$ cat src/rtl/sfm_cast_out_if.sv
// Control type and valid/ready stream interface shared by the FP-to-integer output cast.
// The package rides along here so the interface file is the only dependency of the converter.
package sfm_cast_pkg;
    typedef struct packed {
        logic       enable;
        logic       is_signed;
        logic [5:0] int_bits;
    } cast_ctrl_t;
endpackage

interface sfm_cast_out_if #(
    parameter int unsigned DATA_WIDTH = 96
) ();
    logic                    valid;
    logic                    ready;
    logic [DATA_WIDTH-1:0]   data;
    logic [DATA_WIDTH/8-1:0] strb;

    modport master (output valid, data, strb, input ready);
    modport slave (input valid, data, strb, output ready);
endinterface

$ cat src/rtl/sfm_cast_out.sv
// Two-stage pipelined FP-to-integer cast: rescale by the fixed-point convention, round to
// nearest-even, saturate to INT_WIDTH and pack into the low bits of the output beat.
module sfm_cast_out
    import sfm_cast_pkg::*;
#(
    parameter int unsigned DATA_WIDTH = 96,
    parameter int unsigned EXP_BITS   = 8,
    parameter int unsigned MANT_BITS  = 7,
    parameter int unsigned INT_WIDTH  = 8
) (
    input  logic           clk_i,
    input  logic           rst_i,
    input  logic           clear_i,
    input  cast_ctrl_t     ctrl_i,
    sfm_cast_out_if.slave  stream_i,
    sfm_cast_out_if.master stream_o
);
    localparam int unsigned ACTUAL_DW = DATA_WIDTH - 32;
    localparam int unsigned FP_WIDTH  = 1 + EXP_BITS + MANT_BITS;
    localparam int unsigned BIAS      = 2 ** (EXP_BITS - 1) - 1;
    localparam int unsigned NUM_ROWS  = (INT_WIDTH <= FP_WIDTH) ? ACTUAL_DW / FP_WIDTH
                                                                : ACTUAL_DW / INT_WIDTH;
    localparam int unsigned STRB_W    = DATA_WIDTH / 8;
    localparam int unsigned FPB       = FP_WIDTH / 8;
    localparam int unsigned IB        = INT_WIDTH / 8;
    localparam int unsigned SW        = MANT_BITS + 1;
    localparam int unsigned KW        = ((EXP_BITS > 7) ? EXP_BITS : 7) + $clog2(MANT_BITS + 2) + 2;
    localparam int unsigned MW        = ((SW > INT_WIDTH + 1) ? SW : INT_WIDTH + 1) + 1;
    localparam int unsigned LW        = SW + INT_WIDTH + 1;
    localparam int unsigned RW        = SW + MANT_BITS + 3;
    localparam logic [MW-1:0] NEG_MAG = MW'(64'd1 << (INT_WIDTH - 1));

    logic s1_ready, s2_ready;
    logic s1_valid_q, s2_valid_q;
    logic s1_enable_q, s1_signed_q;
    logic [DATA_WIDTH-1:0] s1_data_q, s2_data_q, s2_data_d;
    logic [STRB_W-1:0]     s1_strb_q, s2_strb_q, s2_strb_d;

    logic [NUM_ROWS-1:0][SW-1:0] sig_d, sig_q;
    logic [NUM_ROWS-1:0][KW-1:0] k_d, k_q;
    logic [NUM_ROWS-1:0] sgn_d, sgn_q, zero_d, zero_q, inf_d, inf_q, nan_d, nan_q;
    logic [NUM_ROWS-1:0][INT_WIDTH-1:0] res_lane;
    logic [NUM_ROWS-1:0][IB-1:0]        strb_lane;
    logic [INT_WIDTH-1:0] pos_max, neg_lim;

    assign s2_ready       = !s2_valid_q || stream_o.ready;
    assign s1_ready       = !s1_valid_q || s2_ready;
    assign stream_i.ready = s1_ready;
    assign stream_o.valid = s2_valid_q;
    assign stream_o.data  = s2_data_q;
    assign stream_o.strb  = s2_strb_q;

    for (genvar i = 0; i < NUM_ROWS; i++) begin : g_s1
        logic [FP_WIDTH-1:0]  lane;
        logic [EXP_BITS-1:0]  exp_f, exp_eff;
        logic [MANT_BITS-1:0] man_f;
        assign lane      = stream_i.data[i*FP_WIDTH +: FP_WIDTH];
        assign exp_f     = lane[FP_WIDTH-2 -: EXP_BITS];
        assign man_f     = lane[MANT_BITS-1:0];
        assign exp_eff   = (exp_f == '0) ? EXP_BITS'(1) : exp_f;
        assign sig_d[i]  = {exp_f != '0, man_f};
        // Modular KW-bit arithmetic; KW leaves headroom so the two's-complement k is exact.
        assign k_d[i]    = KW'(exp_eff) - KW'(BIAS) + KW'(INT_WIDTH) - KW'(ctrl_i.is_signed)
                           - KW'(ctrl_i.int_bits) - KW'(MANT_BITS);
        assign sgn_d[i]  = lane[FP_WIDTH-1];
        assign zero_d[i] = (exp_f == '0) && (man_f == '0);
        assign inf_d[i]  = (&exp_f) && (man_f == '0);
        assign nan_d[i]  = (&exp_f) && (man_f != '0);
    end

    assign pos_max = s1_signed_q ? {1'b0, {(INT_WIDTH-1){1'b1}}} : {INT_WIDTH{1'b1}};
    assign neg_lim = s1_signed_q ? {1'b1, {(INT_WIDTH-1){1'b0}}} : '0;

    for (genvar i = 0; i < NUM_ROWS; i++) begin : g_s2
        logic [LW-1:0]        shl;
        logic [RW-1:0]        shr;
        logic [KW-1:0]        nk, rsh;
        logic [SW-1:0]        ip;
        logic                 grd, stk, ovf;
        logic [MW-1:0]        mag;
        logic [INT_WIDTH-1:0] neg, res;

        assign shl = LW'(sig_q[i]) << k_q[i];
        assign nk  = -k_q[i];
        // Beyond MANT+2 every significand bit already lands in the sticky field.
        assign rsh = (nk > KW'(MANT_BITS + 2)) ? KW'(MANT_BITS + 2) : nk;
        assign shr = (RW'(sig_q[i]) << (MANT_BITS + 3)) >> rsh;
        assign ip  = shr[RW-1 -: SW];
        assign grd = shr[MANT_BITS+2];
        assign stk = |shr[MANT_BITS+1:0];
        assign neg = ~mag[INT_WIDTH-1:0] + INT_WIDTH'(1);

        always_comb begin
            ovf = 1'b0;
            mag = '0;
            if (!k_q[i][KW-1]) begin
                if (k_q[i] > KW'(INT_WIDTH)) begin
                    ovf = 1'b1;
                end else begin
                    ovf = |shl[LW-1:INT_WIDTH+1];
                    mag = MW'(shl[INT_WIDTH:0]);
                end
            end else begin
                mag = MW'(ip) + MW'(grd & (stk | ip[0]));
            end
        end

        always_comb begin
            if (nan_q[i]) begin
                res = pos_max;
            end else if (inf_q[i]) begin
                res = sgn_q[i] ? neg_lim : pos_max;
            end else if (zero_q[i]) begin
                res = '0;
            end else if (sgn_q[i]) begin
                if (!s1_signed_q) begin
                    res = '0;
                end else if (ovf || (mag > NEG_MAG)) begin
                    res = neg_lim;
                end else begin
                    res = neg;
                end
            end else if (ovf || (mag > MW'(pos_max))) begin
                res = pos_max;
            end else begin
                res = mag[INT_WIDTH-1:0];
            end
        end

        assign res_lane[i]  = res;
        assign strb_lane[i] = {IB{&s1_strb_q[i*FPB +: FPB]}};
    end

    assign s2_data_d = s1_enable_q ? DATA_WIDTH'(res_lane) : s1_data_q;
    assign s2_strb_d = s1_enable_q ? STRB_W'(strb_lane) : s1_strb_q;

    always_ff @(posedge clk_i or posedge rst_i) begin
        if (rst_i) begin
            s1_valid_q  <= 1'b0;
            s2_valid_q  <= 1'b0;
            s1_enable_q <= 1'b0;
            s1_signed_q <= 1'b0;
            s1_data_q   <= '0;
            s1_strb_q   <= '0;
            s2_data_q   <= '0;
            s2_strb_q   <= '0;
            sig_q       <= '0;
            k_q         <= '0;
            sgn_q       <= '0;
            zero_q      <= '0;
            inf_q       <= '0;
            nan_q       <= '0;
        end else begin
            if (clear_i) begin
                s1_valid_q <= 1'b0;
            end else if (s1_ready) begin
                s1_valid_q <= stream_i.valid;
            end
            if (clear_i) begin
                s2_valid_q <= 1'b0;
            end else if (s2_ready) begin
                s2_valid_q <= s1_valid_q;
            end
            if (stream_i.valid && s1_ready) begin
                s1_enable_q <= ctrl_i.enable;
                s1_signed_q <= ctrl_i.is_signed;
                s1_data_q   <= stream_i.data;
                s1_strb_q   <= stream_i.strb;
                sig_q       <= sig_d;
                k_q         <= k_d;
                sgn_q       <= sgn_d;
                zero_q      <= zero_d;
                inf_q       <= inf_d;
                nan_q       <= nan_d;
            end
            if (s1_valid_q && s2_ready) begin
                s2_data_q <= s2_data_d;
                s2_strb_q <= s2_strb_d;
            end
        end
    end
endmodule

$ cat src/flat_wrapper.sv
// flat-port wrapper written by rule: the top's interface ports become plain ports
module sfm_cast_out_flat import sfm_cast_pkg::*;
#(
    parameter int unsigned DATA_WIDTH = 96,
    parameter int unsigned EXP_BITS   = 8,
    parameter int unsigned MANT_BITS  = 7,
    parameter int unsigned INT_WIDTH  = 8
)
  (clk_i, rst_i, clear_i, ctrl_i, stream_i_valid, stream_i_data, stream_i_strb, stream_i_ready, stream_o_valid, stream_o_data, stream_o_strb, stream_o_ready);
  sfm_cast_out_if #(.DATA_WIDTH(DATA_WIDTH)) stream_i_i ();
  sfm_cast_out_if #(.DATA_WIDTH(DATA_WIDTH)) stream_o_i ();
  input  logic clk_i;
  input  logic rst_i;
  input  logic clear_i;
  input  cast_ctrl_t ctrl_i;
  input wire logic [$bits(stream_i_i.valid)-1:0] stream_i_valid;
  input wire logic [$bits(stream_i_i.data)-1:0] stream_i_data;
  input wire logic [$bits(stream_i_i.strb)-1:0] stream_i_strb;
  output wire logic [$bits(stream_i_i.ready)-1:0] stream_i_ready;
  output wire logic [$bits(stream_o_i.valid)-1:0] stream_o_valid;
  output wire logic [$bits(stream_o_i.data)-1:0] stream_o_data;
  output wire logic [$bits(stream_o_i.strb)-1:0] stream_o_strb;
  input wire logic [$bits(stream_o_i.ready)-1:0] stream_o_ready;
  assign stream_i_i.valid = stream_i_valid;
  assign stream_i_i.data = stream_i_data;
  assign stream_i_i.strb = stream_i_strb;
  assign stream_i_ready = stream_i_i.ready;
  assign stream_o_valid = stream_o_i.valid;
  assign stream_o_data = stream_o_i.data;
  assign stream_o_strb = stream_o_i.strb;
  assign stream_o_i.ready = stream_o_ready;
  sfm_cast_out #(.DATA_WIDTH(DATA_WIDTH), .EXP_BITS(EXP_BITS), .MANT_BITS(MANT_BITS), .INT_WIDTH(INT_WIDTH)) u_core (.clk_i(clk_i), .rst_i(rst_i), .clear_i(clear_i), .ctrl_i(ctrl_i), .stream_i(stream_i_i), .stream_o(stream_o_i));
endmodule
$ cat config.mk
export PLATFORM = sky130hd
export DESIGN_NAME = sfm_cast_out_flat
export DESIGN_NICKNAME = d
export VERILOG_FILES = /design/src/rtl/sfm_cast_out_if.sv /design/src/rtl/sfm_cast_out.sv /design/src/flat_wrapper.sv
export SDC_FILE = /design/constraint.sdc
export NUM_CORES = 1
export LEC_CHECK = 0
export CAP_MARGIN = 5
export CORE_ASPECT_RATIO = 1.1
export CORE_UTILIZATION = 25
export CTS_CLUSTER_DIAMETER = 200
export DETAILED_ROUTE_END_ITERATION = 10
export PLACE_DENSITY = 0.46
export SLEW_MARGIN = 20
export SYNTH_ARGS = -nofsm -noshare
export SYNTH_HDL_FRONTEND = slang
export SYNTH_SLANG_ARGS = --single-unit
$ cat constraint.sdc
create_clock -name clk_i -period 15.54 [get_ports clk_i]
set_clock_uncertainty 0.05 [all_clocks]
set_input_delay 4.662 -clock clk_i [delete_from_list [all_inputs] [get_ports clk_i]]
set_output_delay 4.662 -clock clk_i [all_outputs]
set_load 0.05 [all_outputs]
==> flow_metrics.env, run 1 <==
export IMPL_dp_cells=4386
export IMPL_num_vias=23050
export IMPL_grt_pass1_vias=22170
export IMPL_regToRegSetupSlack_ns=8.96
export IMPL_viasPerCell=5.174
export IMPL_hp_class="reg -> reg"
export IMPL_rows=117
export IMPL_cts_resized=0
export IMPL_layout_nets=3400
export IMPL_worstSetupEndpoint="stream_i_ready"
export IMPL_cts_setup_buffers=0
export IMPL_grt_first_pass_wirelength_mm=135.7
export IMPL_tightest_slew_ns=1.051
export IMPL_swShare_pct=43.35
export IMPL_slew_headroom_pct=29.40
export IMPL_p_int_mw=1.910
export IMPL_crit_fanout=5
export IMPL_die_w_um=293.1
export IMPL_crit_start="stream_o_ready"
export IMPL_placed_area_sq_um=26670
export IMPL_crit_type="in -> out"
export IMPL_vdd_drop_max_mv=0.08069
export IMPL_cap_violations=0
export IMPL_slowest_delay_ns=0.74
export IMPL_yosys_top_cells_area="dfrtp_1 (31%), nand2_1 (11%), o21ai_0 (5.5%)"
export IMPL_grt_max_degree=126
export IMPL_p_comb_share_pct=40.5
export IMPL_ios=231
export IMPL_p_switching_mw=1.462
export IMPL_antenna_found_initial=16
export IMPL_clk_pin_slew_worst_paths_ns=0.06
export IMPL_synth_area_leader_cell="dfrtp_1"
export IMPL_power_mw=3.372
export IMPL_dp_hpwl_mm=63.31
export IMPL_synthToLayoutAreaGrowth_pct=20.10
export IMPL_start_util_pct=25.22
export IMPL_status="complete, no violations"
export IMPL_final_max_slew_viol_count=0
export IMPL_fin_crit_sh_pct=70.59
export IMPL_p_clk_share_pct=28.0
export IMPL_top_usage_layer="met2"
export IMPL_synth_ff_type="dfrtp_1"
export IMPL_drt_iter0_markers=1738
export IMPL_finalSetupViolCount=0
export IMPL_synth_warnings=0
export IMPL_cts_max_level=2
export IMPL_drc_errors=0
export IMPL_r2r_end="u_core.stream_o.data[6]$_DFFE_PP0P_"
export IMPL_pre_cts_slack_ns=4.577
export IMPL_final_setup_worst_slack_ns=4.571
export IMPL_hold_violations=0
export IMPL_final_antenna_net_count=0
export IMPL_final_core_util_pct=30.29
export IMPL_synth_edff_count=0
export IMPL_start_kind="input pin"
export IMPL_syn_inst=3075
export IMPL_final_setup_tns_ns=0
export IMPL_cts_hold_buffers=0
export IMPL_grt_overflow=0
export IMPL_grtUsageMet3_pct=4.300
export IMPL_drt_total_wl_mm=86.83
export IMPL_worstPathCellList="clkdlybuf4s50_1, nor2b_1, nand2_1, clkdlybuf4s50_1"
export IMPL_yosysUniqueCellTypes=103
export IMPL_die_h_um=322.2
export IMPL_critPathArrivalTime_ns=6.26
export IMPL_leakage_nw=11.56
export IMPL_post_route_min_period_ns=10.97
export IMPL_grt_use_total_pct=18.15
export IMPL_ys_ff_latch=288
export IMPL_fin_cells=4456
export IMPL_design_core_area_sq_um=92370
export IMPL_wl_per_cell_um=19.49
export IMPL_syn_area_sq_um=23300
export IMPL_place_gp_congestion=0.9033
export IMPL_grt_met1_usage_pct=25.48
export IMPL_cts_tree="done"
export IMPL_crit_path_end_kind="output pin"
export IMPL_rsz0062_at_grt="no"
export IMPL_portBuffers=230
export IMPL_root_buffer="clkbuf_16"
export IMPL_clk_path_buf_depth=3
export IMPL_worstSkewPairLatency_ns=0.60
export IMPL_firstDrtPassIters=5
export IMPL_cts_buffers=39
export IMPL_synth_top_area_share_pct=30.93
export IMPL_postSynth_asyncResetShare_pct=100.0
export IMPL_cpMaxStageDelayCell="clkdlybuf4s50_1"
export IMPL_cp_common_cell="clkdlybuf4s50_1"
export IMPL_grt_use_met2_pct=28.11
export IMPL_rr_worst_depth=18
export IMPL_crit_required_ns=10.83
export IMPL_final_cell_area_sq_um=27980
export IMPL_p_per_area_nw_per_um2=120.5
export IMPL_avgSynthCellArea_sq_um=7.576
export IMPL_synth_seq_area_share_pct=30.93
export IMPL_numClockSinks=288
export IMPL_p_seq_share_pct=31.5
export IMPL_r2r_start="u_core.k_q[0]$_DFFE_PP0P_"
export IMPL_hold_slack_ns=0.4190
export IMPL_syn_nets=3297
export IMPL_fmax_mhz=91.16
export IMPL_dieArea_sq_um=94420
export IMPL_n_fill_cell=9960
export IMPL_final_layout_size_suffix_gt1_share_pct=5.772
-- cell families (layout without fill, tap and decap cells) --
logic type                 count (synthesis)  after routing  share of synthesized area [%]
adders and majority gates                102            102                          5.725
AOI/OAI and AO/OA                        835            835                          23.95
buffers and inverters                    322            452                          5.279
DFF                                      288            288                          30.93
muxes                                     75             75                          3.641
other                                      0              2                              0
and+or+nand+nor                         1358           1358                          26.90
xor gates and xnor gates                  95             95                          3.571
-- Yosys cell counts (all sizes together), types with 12 or more instances --
cell type / count
o21a: 22
o211ai: 36
nor4: 36
or4: 22
o21bai: 23
or2: 25
nor2b: 27
xor2: 41
mux2i: 51
a211o: 13
buf: 22
xnor2: 54
nand3: 73
o21ai: 259
a21o: 31
and2: 18
clkbuf: 176
mux2: 18
o31ai: 38
and3: 42
nor3: 113
o2111ai: 12
nand3b: 12
ha: 93
nand2b: 19
a21oi: 147
a22oi: 12
nor2: 194
or3: 35
a2111oi: 13
nand2: 675
inv: 121
dfrtp: 288
o22ai: 20
a211oi: 27
nand4: 28
a31oi: 42
-- power groups by stage --
| stage | Combinational, mW | Sequential, mW | Clock [mW] |
|---|---|---|---|
| 2_1_floorplan | 0.866 | 1.11 | 0 |
| 3_3_place_gp | 1.36 | 1.07 | 0 |
| 3_5_place_dp | 1.36 | 1.07 | 0 |
| 4_1_cts | 1.37 | 1.06 | 0.979 |
| 5_1_grt | 1.50 | 1.09 | 1.00 |
| 6_report | 1.37 | 1.06 | 0.944 |
-- metal layers --
layer / part of all wire, % / wire, um / vias to the layer above
met5: 0.21 / 185 / -
met4: 1.7 / 1510 / 28
met3: 7.0 / 6108 / 111
met2: 44 / 37870 / 684
met1: 47 / 41160 / 10970
li1: - / - / 11260
-- critical path: cells and delay by family --
kind	cells	cell delay, ns
AND/OR/NAND/NOR	2	0.46
buffers and inverters	2	1.14
-- flip-flops by register name (all words and copies together), names as in the netlist --
name / flops
u_core.stream_o.data: 96
u_core.s1_data_q: 65
u_core.k_q: 52
u_core.sig_q: 32
u_core.s1_strb_q: 12
u_core.stream_o.strb: 12
u_core.inf_q: 4
u_core.nan_q: 4
u_core.zero_q: 4
u_core.sgn_q: 3
u_core.s1_enable_q: 1
u_core.s1_signed_q: 1
u_core.s1_valid_q: 1
u_core.stream_o.valid: 1
-- cells in the final DEF (no fill, tap or decap), types with 23 or more instances in the layout --
| cell | synthesis | layout |
|---|---|---|
| xnor2_1 | 54 | 54 |
| buf_4 | 0 | 29 |
| nand2_1 | 673 | 672 |
| o21bai_1 | 23 | 23 |
| a31oi_1 | 41 | 41 |
| nand4_1 | 28 | 28 |
| or3_1 | 35 | 35 |
| mux2i_1 | 51 | 51 |
| nor4_1 | 34 | 33 |
| o21ai_0 | 257 | 257 |
| nor2b_1 | 27 | 26 |
| nor3_1 | 111 | 111 |
| o31ai_1 | 35 | 35 |
| ha_1 | 93 | 93 |
| nor2_1 | 193 | 193 |
| a211oi_1 | 25 | 25 |
| a21oi_1 | 147 | 147 |
| and3_1 | 42 | 42 |
| clkdlybuf4s50_1 | 0 | 230 |
| a21o_1 | 31 | 31 |
| o211ai_1 | 36 | 36 |
| nand3_1 | 73 | 73 |
| clkbuf_16 | 0 | 39 |
| dfrtp_1 | 288 | 287 |
| inv_1 | 120 | 119 |
| xor2_1 | 41 | 41 |
-- area by class of cell --
class	instances	area, sq um	area share (%)
multi-input cells	2465	14890	53.20
inverters	124	474.2	1.695
clock buffers	51	1081	3.864
repair buffers	260	2540	9.078
well taps	1249	1563	5.585
clock inverters	17	222.7	0.7960
diodes	2	5.005	0.01789
flip-flops and latches	288	7208	25.76
-- worst min path at each step --
stage               slack, ns                        startpoint                                to  depth (start not counted)
floorplan                0.39  u_core.s1_data_q[14]$_DFFE_PP0P_  u_core.s1_data_q[14]$_DFFE_PP0P_                          2
global placement         0.40  u_core.s1_data_q[28]$_DFFE_PP0P_  u_core.s1_data_q[28]$_DFFE_PP0P_                          2
detailed placement       0.41   u_core.s1_strb_q[0]$_DFFE_PP0P_   u_core.s1_strb_q[0]$_DFFE_PP0P_                          2
CTS                      0.42   u_core.s1_strb_q[0]$_DFFE_PP0P_   u_core.s1_strb_q[0]$_DFFE_PP0P_                          2
global route             0.44  u_core.s1_data_q[75]$_DFFE_PP0P_  u_core.s1_data_q[75]$_DFFE_PP0P_                          2
finish                   0.42  u_core.s1_data_q[10]$_DFFE_PP0P_  u_core.s1_data_q[10]$_DFFE_PP0P_                          2
Note: power is estimated with default switching activity, not from simulation.
==> run 2: changes to the inputs <==
Settings changed: PLACE_DENSITY 0.46 to 0.48.
Clock period 15.54 ns to 9.4 ns, I/O delays scaled along.
==> flow_metrics.env, run 2 (same netlist as run 1, synthesis figures left out) <==
export IMPL_status="complete, no violations"
export IMPL_viasPerCell=5.223
export IMPL_cp_common_cell="clkdlybuf4s50_1"
export IMPL_r2r_start="u_core.k_q[42]$_DFFE_PP0P_"
export IMPL_drt_iter0_markers=1736
export IMPL_final_max_slew_viol_count=0
export IMPL_firstDrtPassIters=6
export IMPL_portBuffers=230
export IMPL_place_gp_congestion=0.9214
export IMPL_final_layout_size_suffix_gt1_share_pct=5.528
export IMPL_die_h_um=322.2
export IMPL_hold_depth=2
export IMPL_start_kind="input pin"
export IMPL_clk_pin_slew_worst_paths_ns=0.06
export IMPL_crit_path_end_kind="output pin"
export IMPL_dp_hpwl_mm=64.47
export IMPL_design_core_area_sq_um=92370
export IMPL_root_buffer="clkbuf_16"
export IMPL_drt_total_wl_mm=87.82
export IMPL_cpMaxStageDelayCell="clkdlybuf4s50_1"
export IMPL_cap_violations=0
export IMPL_largest_register_ffs=96
export IMPL_hold_violations=0
export IMPL_crit_fanout=5
export IMPL_crit_required_ns=6.53
export IMPL_cts_setup_buffers=0
export IMPL_ios=231
export IMPL_final_antenna_net_count=0
export IMPL_grt_max_degree=98
export IMPL_grt_use_total_pct=18.37
export IMPL_wl_per_cell_um=19.72
export IMPL_vdd_drop_max_mv=0.1343
export IMPL_min_to="u_core.s1_strb_q[0]$_DFFE_PP0P_"
export IMPL_dp_cells=4386
export IMPL_clk_path_buf_depth=3
export IMPL_drc_errors=0
export IMPL_fin_cells=4453
export IMPL_p_switching_mw=2.406
export IMPL_hp_class="reg -> reg"
export IMPL_hp_start="u_core.s1_strb_q[0]$_DFFE_PP0P_"
export IMPL_critPathArrivalTime_ns=4.46
export IMPL_final_common_cell="nand2_1"
export IMPL_start_util_pct=25.22
export IMPL_num_vias=23260
export IMPL_fin_crit_sh_pct=77.93
export IMPL_numClockSinks=288
export IMPL_layout_nets=3399
export IMPL_synthToLayoutAreaGrowth_pct=19.75
export IMPL_slowest_delay_ns=0.74
export IMPL_die_w_um=293.1
export IMPL_p_per_area_nw_per_um2=196.9
export IMPL_rows=117
export IMPL_tightest_slew_ns=1.021
export IMPL_regToRegSetupSlack_ns=2.87
export IMPL_grt_pass1_vias=22650
export IMPL_fmax_mhz=136.5
export IMPL_p_clk_share_pct=26.7
export IMPL_crit_type="in -> out"
export IMPL_swShare_pct=43.80
export IMPL_p_seq_share_pct=32.0
export IMPL_cts_resized=0
export IMPL_dieArea_sq_um=94420
export IMPL_finalSetupViolCount=0
export IMPL_grt_first_pass_wirelength_mm=137.5
export IMPL_n_fill_cell=10090
export IMPL_antenna_found_initial=4
export IMPL_grt_overflow=0
export IMPL_cts_max_level=2
export IMPL_rsz0062_at_grt="no"
export IMPL_worstPathCellList="clkdlybuf4s50_1, nor2b_1, nand2_1, clkdlybuf4s50_1"
export IMPL_slew_headroom_pct=31.92
export IMPL_most_common_layout_cells="nand2_1 (672), dfrtp_1 (287), o21ai_0 (257), clkdlybuf4s50_1 (230), nor2_1 (193)"
export IMPL_final_setup_tns_ns=0
export IMPL_r2r_end="u_core.stream_o.data[31]$_DFFE_PP0P_"
export IMPL_cts_tree="done"
export IMPL_cts_buffers=38
export IMPL_p_comb_share_pct=41.3
export IMPL_p_int_mw=3.087
export IMPL_leakage_nw=11.51
export IMPL_worstSkewPairLatency_ns=0.57
export IMPL_cts_hold_buffers=0
export IMPL_rr_worst_depth=18
export IMPL_post_route_min_period_ns=7.325
run 2: layout make-up:
type	instances	area [sq um]	area share (%)
clock inverter	14	177.7	0.6368
antenna	2	5.005	0.01794
multi-input combinational	2465	14880	53.34
tap	1249	1563	5.601
sequential	288	7208	25.84
inverter	124	470.5	1.686
clock buffer	51	1030	3.691
timing repair buffer	260	2565	9.194
run 2: layer usage:
metal	GRT usage, %	part of all wire (%)	up-vias
met5	0	0.051	-
met4	4.177	2.0	6
met3	4.065	7.2	109
met2	28.11	43	727
met1	26.10	48	11180
li1	-	-	11240
run 2: per-stage QoR:
| step | setup WS, ns | util (%) | cell area (sq um) | power, mW | hold slack (ns) |
|---|---|---|---|---|---|
| 2_1_floorplan | 2.711 | - | 23300 | 3.274 | 0.3874 |
| 3_3_place_gp | 2.063 | 28.89 | 26690 | 4.037 | 0.4033 |
| 3_5_place_dp | 2.059 | 28.89 | 26690 | 4.029 | 0.4081 |
| 4_1_cts | 2.059 | 30.20 | 27890 | 5.544 | 0.4233 |
| 5_1_grt | 1.921 | 30.20 | 27890 | 5.857 | 0.4390 |
| 6_report | 2.075 | 30.20 | 27900 | 5.493 | 0.4178 |
run 2: worst max path at each step:
stage	startpoint	end	slack (ns)	depth (start not counted)
3_5_place_dp	stream_o_ready	stream_i_ready	2.06	4
3_3_place_gp	stream_o_ready	stream_i_ready	2.06	4
6_report	stream_o_ready	stream_i_ready	2.07	4
4_1_cts	stream_o_ready	stream_i_ready	2.06	4
5_1_grt	stream_o_ready	stream_i_ready	1.92	4
2_1_floorplan	rst_i	u_core.inf_q[0]$_DFFE_PP0P_	2.71	1
run 2: critical path: cells and delay by family:
kind          cells  cell delay (ns)
buf+inv           2             1.16
simple gates      2             0.47
run 2: power by group through the flow:
stage | logic (mW) | clock network (mW) | registers [mW]
2_1_floorplan | 1.43 | 0 | 1.84
3_3_place_gp | 2.26 | 0 | 1.77
3_5_place_dp | 2.25 | 0 | 1.77
4_1_cts | 2.27 | 1.52 | 1.75
5_1_grt | 2.50 | 1.56 | 1.79
6_report | 2.27 | 1.47 | 1.76
==> run 3: changes to the inputs <==
Settings changed: PLACE_DENSITY 0.48 to 0.46.
Clock period 9.4 ns to 7.4 ns, I/O delays scaled along.
==> flow_metrics.env, run 3 (same netlist as run 1, synthesis figures left out) <==
export IMPL_num_vias=23180
export IMPL_final_common_cell="nand2_1"
export IMPL_viasPerCell=5.169
export IMPL_drc_errors=0
export IMPL_grt_max_degree=141
export IMPL_layout_nets=3428
export IMPL_post_route_min_period_ns=6.156
export IMPL_design_core_area_sq_um=92370
export IMPL_cts_resized=0
export IMPL_rsz0062_at_grt="no"
export IMPL_crit_path_end_kind="register"
export IMPL_root_buffer="clkbuf_16"
export IMPL_dieArea_sq_um=94420
export IMPL_hold_violations=0
export IMPL_firstDrtPassIters=7
export IMPL_most_common_layout_cells="nand2_1 (672), dfrtp_1 (287), o21ai_0 (257), clkdlybuf4s50_1 (230), nor2_1 (193)"
export IMPL_grt_first_pass_wirelength_mm=137.9
export IMPL_n_fill_cell=9925
export IMPL_grt_overflow=0
export IMPL_wl_per_cell_um=19.62
export IMPL_hp_class="reg -> reg"
export IMPL_critPathArrivalTime_ns=6.59
export IMPL_status="complete, no violations"
export IMPL_portBuffers=230
export IMPL_ios=231
export IMPL_final_setup_tns_ns=0
export IMPL_start_util_pct=25.22
export IMPL_slew_headroom_pct=29.82
export IMPL_numClockSinks=288
export IMPL_die_h_um=322.2
export IMPL_die_w_um=293.1
export IMPL_antenna_found_initial=10
export IMPL_cap_violations=0
export IMPL_final_core_util_pct=30.63
export IMPL_final_antenna_net_count=0
export IMPL_fmax_mhz=162.5
export IMPL_final_max_slew_viol_count=0
export IMPL_cts_max_level=2
export IMPL_clk_pin_slew_worst_paths_ns=0.06
export IMPL_crit_fanout=20
export IMPL_cts_tree="done"
export IMPL_drt_total_wl_mm=88.00
export IMPL_dp_hpwl_mm=65.37
export IMPL_finalSetupViolCount=0
export IMPL_grt_pass1_vias=22320
export IMPL_vdd_drop_max_mv=0.1679
export IMPL_start_kind="register"
export IMPL_largest_register_ffs=96
export IMPL_clk_path_buf_depth=3
export IMPL_cts_buffers=39
export IMPL_dp_cells=4414
export IMPL_cts_setup_buffers=0
export IMPL_tightest_slew_ns=1.045
export IMPL_leakage_nw=11.74
export IMPL_grt_use_total_pct=18.47
export IMPL_worstSkewPairLatency_ns=0.57
export IMPL_drt_iter0_markers=2036
export IMPL_crit_required_ns=7.84
export IMPL_crit_type="reg -> reg"
export IMPL_fin_cells=4485
export IMPL_final_layout_size_suffix_gt1_share_pct=6.553
export IMPL_place_gp_congestion=0.9333
export IMPL_cts_hold_buffers=0
export IMPL_p_per_area_nw_per_um2=254.6
export IMPL_rows=117
export IMPL_fin_crit_sh_pct=83.19
export IMPL_synthToLayoutAreaGrowth_pct=21.43
## run 3: layout make-up
class                           count  area (sq um)  share of cell area [%]
Tap cell                         1249          1563                   5.524
Clock buffer                       55          1139                   4.025
Sequential cell                   288          7208                   25.48
Antenna cell                        1         2.502                0.008845
Inverter                          124         470.5                   1.663
Timing Repair Buffer              288          2788                   9.854
Clock inverter                     15         240.2                  0.8491
Multi-Input combinational cell   2465         14880                   52.60
## run 3: path summary, 6_finish.rpt
| check | startpoint | to | slack [ns] | depth (start not counted) |
|---|---|---|---|---|
| setup / recovery | u_core.k_q[1]$_DFFE_PP0P_ | u_core.stream_o.data[6]$_DFFE_PP0P_ | 1.24 | 21 |
| max in group asynchronous | rst_i | u_core.s1_data_q[45]$_DFFE_PP0P_ | 3.90 | 4 |
| hold / removal | u_core.s1_data_q[87]$_DFFE_PP0P_ | u_core.s1_data_q[87]$_DFFE_PP0P_ | 0.42 | 2 |
| setup reg to reg | u_core.k_q[1]$_DFFE_PP0P_ | u_core.stream_o.data[6]$_DFFE_PP0P_ | 1.24 | 21 |
| hold reg to reg | u_core.s1_data_q[87]$_DFFE_PP0P_ | u_core.s1_data_q[87]$_DFFE_PP0P_ | 0.42 | 2 |
| min in group asynchronous | rst_i | u_core.sig_q[14]$_DFFE_PP0P_ | 1.96 | 2 |
## run 3: power by group
group / internal, mW / switching [mW] / total, mW
clock: 1.26 / 0.795 / 2.05
combinational: 1.05 / 1.91 / 2.96
sequential: 1.81 / 0.379 / 2.19
total: 4.12 / 3.08 / 7.20
## run 3: worst max-delay path, cell delays in order (launching register included)
cell and delay [ns]:
dfrtp_1 0.35, buf_4 0.21, inv_1 0.20, ha_1 0.33, nor3b_1 0.47, nand4_1 0.17
xor2_1 0.22, a2111oi_4 0.61, nand2_2 0.06, buf_4 0.19, or4_1 0.53, o21ai_0 0.20
ha_1 0.35, o211ai_1 0.12, nor3_1 0.25, o22a_1 0.21, or3_1 0.15, nand3_1 0.15
or4_4 0.62, xnor2_1 0.14, o311ai_1 0.31, a22o_1 0.17
## run 3: routing by layer
| metal | global-route usage [%] | share of wire (%) |
|---|---|---|
| met3 | 4.010 | 6.3 |
| met1 | 26.21 | 48 |
| met2 | 28.44 | 43 |
| met4 | 4.072 | 2.0 |
| met5 | 0 | 0.13 |
## run 3: stage by stage
stage | power, mW | worst slack, ns | hold WS [ns] | instance area, sq um
floorplan | 4.159 | 1.311 | 0.3874 | 23300
global placement | 5.177 | 1.037 | 0.4019 | 26910
detailed placement | 5.157 | 0.9300 | 0.4066 | 26910
CTS | 7.274 | 1.247 | 0.4220 | 28290
global route | 7.672 | 0.7452 | 0.4377 | 28290
finish | 7.202 | 1.244 | 0.4188 | 28290
